[config.mk]
export PLATFORM = sky130hd
export DESIGN_NAME = aoi_eval_arbiter
export DESIGN_NICKNAME = d
export VERILOG_FILES = /design/src/rtl/aoi_pkg.sv /design/src/rtl/aoi_rr_arbiter.sv /design/src/rtl/aoi_eval_arbiter.sv
export SDC_FILE = /design/constraint.sdc
export NUM_CORES = 1
export LEC_CHECK = 0
export CORE_MARGIN = 3
export CORE_UTILIZATION = 38
export DETAILED_ROUTE_END_ITERATION = 7
export GPL_ROUTABILITY_DRIVEN = 1
export GPL_TIMING_DRIVEN = 0
export PLACE_DENSITY_LB_ADDON = 0.12
export SLEW_MARGIN = 5
export SYNTH_ARGS = -nofsm -noshare
export SYNTH_HDL_FRONTEND = slang
export SYNTH_SLANG_ARGS = --single-unit
[constraint.sdc]
create_clock -name clk -period 2.95 [get_ports clk]
set_input_delay 0.4425 -clock clk [delete_from_list [all_inputs] [get_ports clk]]
set_output_delay 0.4425 -clock clk [all_outputs]
set_load 0.02 [all_outputs]
[src/rtl/aoi_pkg.sv]
// Shared types and the dual AND-OR evaluation function for aoi_eval_arbiter.
package aoi_pkg;

   localparam int unsigned AOI_OP_W = 10;

   typedef struct packed {
      logic p1a;
      logic p1b;
      logic p1c;
      logic p1d;
      logic p1e;
      logic p1f;
      logic p2a;
      logic p2b;
      logic p2c;
      logic p2d;
   } aoi_op_t;

   typedef struct packed {
      logic p1y;
      logic p2y;
   } aoi_res_t;

   function automatic aoi_res_t aoi_eval(aoi_op_t op);
      aoi_res_t res;
      res.p1y = (op.p1a & op.p1b & op.p1c) | (op.p1d & op.p1e & op.p1f);
      res.p2y = (op.p2a & op.p2b) | (op.p2c & op.p2d);
      return res;
   endfunction

endpackage

[src/rtl/aoi_rr_arbiter.sv]
// Round-robin grant over NUM_REQ requesters; the pointer moves past the winner on each issue.
module aoi_rr_arbiter #(
   parameter int unsigned NUM_REQ = 4,
   parameter int unsigned ID_W    = 2
) (
   input  logic               clk,
   input  logic               areset_n,
   input  logic [NUM_REQ-1:0] req_valid,
   input  logic               advance,
   output logic [NUM_REQ-1:0] win,
   output logic [ID_W-1:0]    win_idx,
   output logic               any_valid
);

   logic [ID_W-1:0] rr_ptr_q, rr_ptr_d;

   always_comb begin
      int unsigned idx_int;
      logic [ID_W-1:0] idx;
      win       = '0;
      win_idx   = '0;
      any_valid = 1'b0;
      idx_int   = 0;
      idx       = '0;
      // Scan upward from the pointer with wrap; first valid bit wins.
      for (int unsigned off = 0; off < NUM_REQ; off++) begin
         idx_int = (32'(rr_ptr_q) + off) % NUM_REQ;
         idx     = ID_W'(idx_int);
         if (!any_valid && req_valid[idx]) begin
            any_valid = 1'b1;
            win[idx]  = 1'b1;
            win_idx   = idx;
         end
      end
   end

   always_comb begin
      rr_ptr_d = rr_ptr_q;
      if (advance && any_valid) begin
         rr_ptr_d = (win_idx == ID_W'(NUM_REQ - 1)) ? '0 : win_idx + ID_W'(1);
      end
   end

   always_ff @(posedge clk or negedge areset_n) begin
      if (!areset_n) begin
         rr_ptr_q <= '0;
      end else begin
         rr_ptr_q <= rr_ptr_d;
      end
   end

endmodule

[src/rtl/aoi_eval_arbiter.sv]
// Arbitrated shared AND-OR evaluator with a registered, backpressured result.
// Optional grant counter enabled by defining AOI_STATS_EN.
module aoi_eval_arbiter
   import aoi_pkg::*;
#(
   parameter int unsigned NUM_REQ = 4,
   parameter int unsigned ID_W    = 2,
   parameter int unsigned CNT_W   = 16
) (
   input  logic                        clk,
   input  logic                        areset_n,
   input  logic [NUM_REQ-1:0]          req_valid,
   output logic [NUM_REQ-1:0]          req_ready,
   input  logic [NUM_REQ*AOI_OP_W-1:0] req_op,
   output logic                        rsp_valid,
   input  logic                        rsp_ready,
   output logic                        rsp_p1y,
   output logic                        rsp_p2y,
   output logic [ID_W-1:0]             rsp_id
`ifdef AOI_STATS_EN
   ,
   output logic [CNT_W-1:0]            grant_count
`endif
);

   logic               issue_ok;
   logic               transfer;
   logic [NUM_REQ-1:0] win;
   logic [ID_W-1:0]    win_idx;
   logic               any_valid;
   aoi_op_t            ops [NUM_REQ];
   aoi_op_t            op_sel;
   aoi_res_t           res_q;
   logic               rsp_valid_q;
   logic [ID_W-1:0]    rsp_id_q;

   // Result slot is free when empty or being drained this cycle.
   assign issue_ok = !rsp_valid_q || rsp_ready;
   assign transfer = issue_ok && any_valid;

   aoi_rr_arbiter #(
      .NUM_REQ (NUM_REQ),
      .ID_W    (ID_W)
   ) u_arb (
      .clk       (clk),
      .areset_n  (areset_n),
      .req_valid (req_valid),
      .advance   (issue_ok),
      .win       (win),
      .win_idx   (win_idx),
      .any_valid (any_valid)
   );

   assign req_ready = issue_ok ? win : '0;

   for (genvar g = 0; g < NUM_REQ; g++) begin : g_ops
      assign ops[g] = aoi_op_t'(req_op[g*AOI_OP_W +: AOI_OP_W]);
   end
   assign op_sel = ops[win_idx];

   always_ff @(posedge clk or negedge areset_n) begin
      if (!areset_n) begin
         rsp_valid_q <= 1'b0;
         res_q       <= '0;
         rsp_id_q    <= '0;
      end else if (transfer) begin
         rsp_valid_q <= 1'b1;
         res_q       <= aoi_eval(op_sel);
         rsp_id_q    <= win_idx;
      end else if (rsp_ready) begin
         rsp_valid_q <= 1'b0;
      end
   end

   assign rsp_valid = rsp_valid_q;
   assign rsp_p1y   = res_q.p1y;
   assign rsp_p2y   = res_q.p2y;
   assign rsp_id    = rsp_id_q;

`ifdef AOI_STATS_EN
   logic [CNT_W-1:0] cnt_q;

   always_ff @(posedge clk or negedge areset_n) begin
      if (!areset_n) begin
         cnt_q <= '0;
      end else if (transfer && (cnt_q != '1)) begin
         cnt_q <= cnt_q + CNT_W'(1);
      end
   end

   assign grant_count = cnt_q;
`else
   logic unused_cnt_w;
   assign unused_cnt_w = ^CNT_W;
`endif

endmodule

==> key figures <==
Status
  – Status: finished clean

Clocking
  – H-tree depth: 1
  – Clock transition at path regs: ~60 ps
  – Clock root buffer: clkbuf_4
  – CTS Buf Count: 3
  – Post-CTS Hold Fix Bufs: 0
  – CTS sink cnt: 7
  – Clk_lat worst skew: roughly 260 ps
  – Clock Tree Buf Depth: 2
  – CTS tree: yes

Synthesis
  – Post-Syn Instances: 111
  – Asr flop ratio synth: 100%
  – Post-synthesis cell type count: 40
  – Synth top area cells: dfrtp_1 (18%), ha_1 (9.1%), nor2_1 (7.4%)
  – Post-synthesis net count: 165
  – Most frequent cells after synthesis: nor2_1 (19), a22oi_1 (8), dfrtp_1 (7), ha_1 (7)
  – Synth warn: 0
  – Flops & latches, synth: 7
  – Yosys top cell by area: dfrtp_1
  – Sequential element share of the synthesized area: between 10% and 20%
  – Top-count cell post-synth: nor2_1
  – Mean Syn Cell Area: roughly 8.6 um^2
  – Post-synth EDFFs: 0
  – Synth Flop Type: dfrtp_1
  – Synthesized cell area: about 960 um^2
  – Yosys top cell area share: between 15 and 20%

Place
  – Worst setup slack after placement: -742 ps
  – HPWL Detailed: ~2.2 mm
  – Number of I/O port buffers: between 50 and 60
  – Inst Count DP: 193
  – GP Congestion: ~0.82

Min path
  – Min-delay worst type: input pin to async pin

STA
  – Final setup violation count: 0
  – Setup ws final: 96.9 ps
  – Slew HR: 61.7%
  – FMAX: between 300 and 400 MHz
  – RSZ-0062 raised after global routing: yes
  – Post-Route Setup TNS: 0 ps
  – Worst-margin pin slew: roughly 570 ps
  – Final period utilization: 96.7%
  – Slew Viols, Final: 0
  – Final Hold Fails: 0
  – Worst-case clock skew: slightly below 10 ps
  – Min cycle time layout: about 2900 ps

Setup path
  – Critical Path Source Type: input pin
  – Setup Crit Path Kind: input pin to output pin
  – Max FO, Critical Path: 9
  – Critical path endpoint category: output pin
  – Worst Path Required: 2510 ps
  – Worst R2R Start: u_arb.rr_ptr_q[1]
  – Worst EP arrival: about 2400 ps
  – Worst setup path start: req_valid[0]

Floorplan
  – # IOs: 56
  – Die span in x: 56.3 um
  – Initial core utilization: 41.8%
  – Core Region: between 0.002 and 0.0025 mm^2
  – Die H: ~56 um
  – Row cnt: 17
  – Die footprint: between 0.003 and 0.004 mm^2

Routing
  – DR iter-0 viols: 23
  – Avg WL per Cell: between 10 and 15 um
  – Final WL: about 3 mm
  – Via count: ~1200
  – Number of vias per cell: ~5.6
  – Total iterations of the first detailed-routing run: 4
  – DR DRC count: 0
  – Number of routed nets with antenna violations: 0

Pwr
  – Power per cell area: around 940 mW/mm^2
  – Pwr Total: approximately 1.7 mW
  – Peak supply drop: between 0.6 and 0.7 mV
  – Static leakage: 0.741 nW

Flow run
  – Max Cap Viol: 0

Cells and area
  – Fill cells: 160
  – Share of cells above drive strength 1: between 20% and 30%
  – Final layout net count: ~240
  – Area added between synthesis and finish: 84.1%
  – Finished Layout Cells: 210
  – Finished Core Util: approximately three quarters
  – Ant diodes: 0

Global route
  – Largest net degree at the start of global routing: 11
  – Vias in the first global route: roughly 1200
  – Initial antenna violation count: 0
  – First-pass GRT wire length: approximately 5 mm
  – Total GRT Usage: between 10% and 20%
  – Global route total overflow: 0
-- through the flow --
stage	hold slack, ps	cell area (um^2)
after global routing	469	1770
after floorplan	147	970
after CTS	453	1710
after global placement	477	1550
after detailed placement	482	1550
final	442	1770
-- power breakdown --
part	internal (mW)	switching, mW
Combinational	0.728	0.662
Sequential	0.141	0.0432
Clock	0.0517	0.0371
-- area by class of cell --
| type | instances | area [um^2] | share of cell area [%] |
|---|---|---|---|
| Tap cell | 28 | 35.0 | 1.98 |
| Clock buffer | 4 | 26.3 | 1.49 |
| Timing Repair Buffer | 70 | 671 | 38.0 |
| Multi-Input combinational cell | 94 | 807 | 45.7 |
| Buffer | 4 | 31.3 | 1.77 |
| Inverter | 3 | 18.8 | 1.06 |
| Sequential cell | 7 | 178 | 10.1 |
-- per-layer routing --
layer | track usage [%] | wire [um] | vias to the layer above
met5 | 0 | 0 | -
met4 | 5.42 | 12 | 0
met2 | 35.4 | 1510 | 61
met3 | 5.75 | 240 | 3
li1 | - | - | 564
met1 | 21.7 | 1190 | 545
-- placed cells by master (no fill, tap or decap), types with 2 or more instances in the layout --
cell type / synthesis / layout
a21o_1: 2 / 2
dfrtp_1: 7 / 5
clkdlybuf4s50_1: 0 / 48
a31oi_1: 6 / 6
buf_4: 1 / 16
nor2_1: 19 / 15
clkbuf_4: 0 / 3
and3_1: 5 / 5
nor2_2: 0 / 4
ha_1: 7 / 6
o21ai_1: 3 / 3
nand2b_1: 2 / 2
mux4_2: 2 / 2
a221oi_2: 0 / 4
clkinvlp_4: 0 / 2
mux2i_1: 6 / 6
dlymetal6s2s_1: 0 / 2
or3_1: 2 / 2
mux2_4: 2 / 2
nand2_1: 6 / 6
a22oi_1: 8 / 5
buf_6: 2 / 6
dfrtp_2: 0 / 2
mux2_2: 2 / 2
a22oi_2: 0 / 3
-- path summary, 6_finish.rpt --
kind	endpoint	slack (ps)	cells after the start
max	req_ready[2]	100	9
min in group clk	rsp_p1y	490	2
max in group asynchronous	u_arb.rr_ptr_q[0]	2240	1
max reg2reg	rsp_p2y	510	10
min	rsp_id[0]	440	1
min reg2reg	rsp_p1y	490	2
-- critical path, cell delays in order --
cell and delay (ps):
clkdlybuf4s50_1 540, mux4_2 560, buf_6 160, nor2b_4 180, a22oi_1 90, nor2_1 140
a221oi_2 60, nor2_2 130, buf_6 120
-- flip-flops by register name, indices dropped and copies added (netlist names) --
name and count:
rsp_id 2, u_arb.rr_ptr_q 2, rsp_p2y 1, rsp_valid 1, rsp_p1y 1
-- cells by family (layout without fill, tap and decap cells) --
family / count (synthesis) / after routing / share of synthesized area, %
and+or+nand+nor: 40 / 40 / 20.9
buffers and inverters: 10 / 81 / 6.13
adders and majority gates: 7 / 7 / 9.13
muxes: 12 / 12 / 16.4
xor gates and xnor gates: 1 / 1 / 0.913
DFF: 7 / 7 / 18.3
AOI/OAI and AO/OA: 34 / 34 / 28.3
-- repair_timing --
item | in CTS | in global routing
setup endpoints to repair | 5 | 4
gates resized for setup | 35 | 12
pin swaps | 3 | 6
setup buffers | 10 | 6
Note: power is estimated with default switching activity, not from simulation.
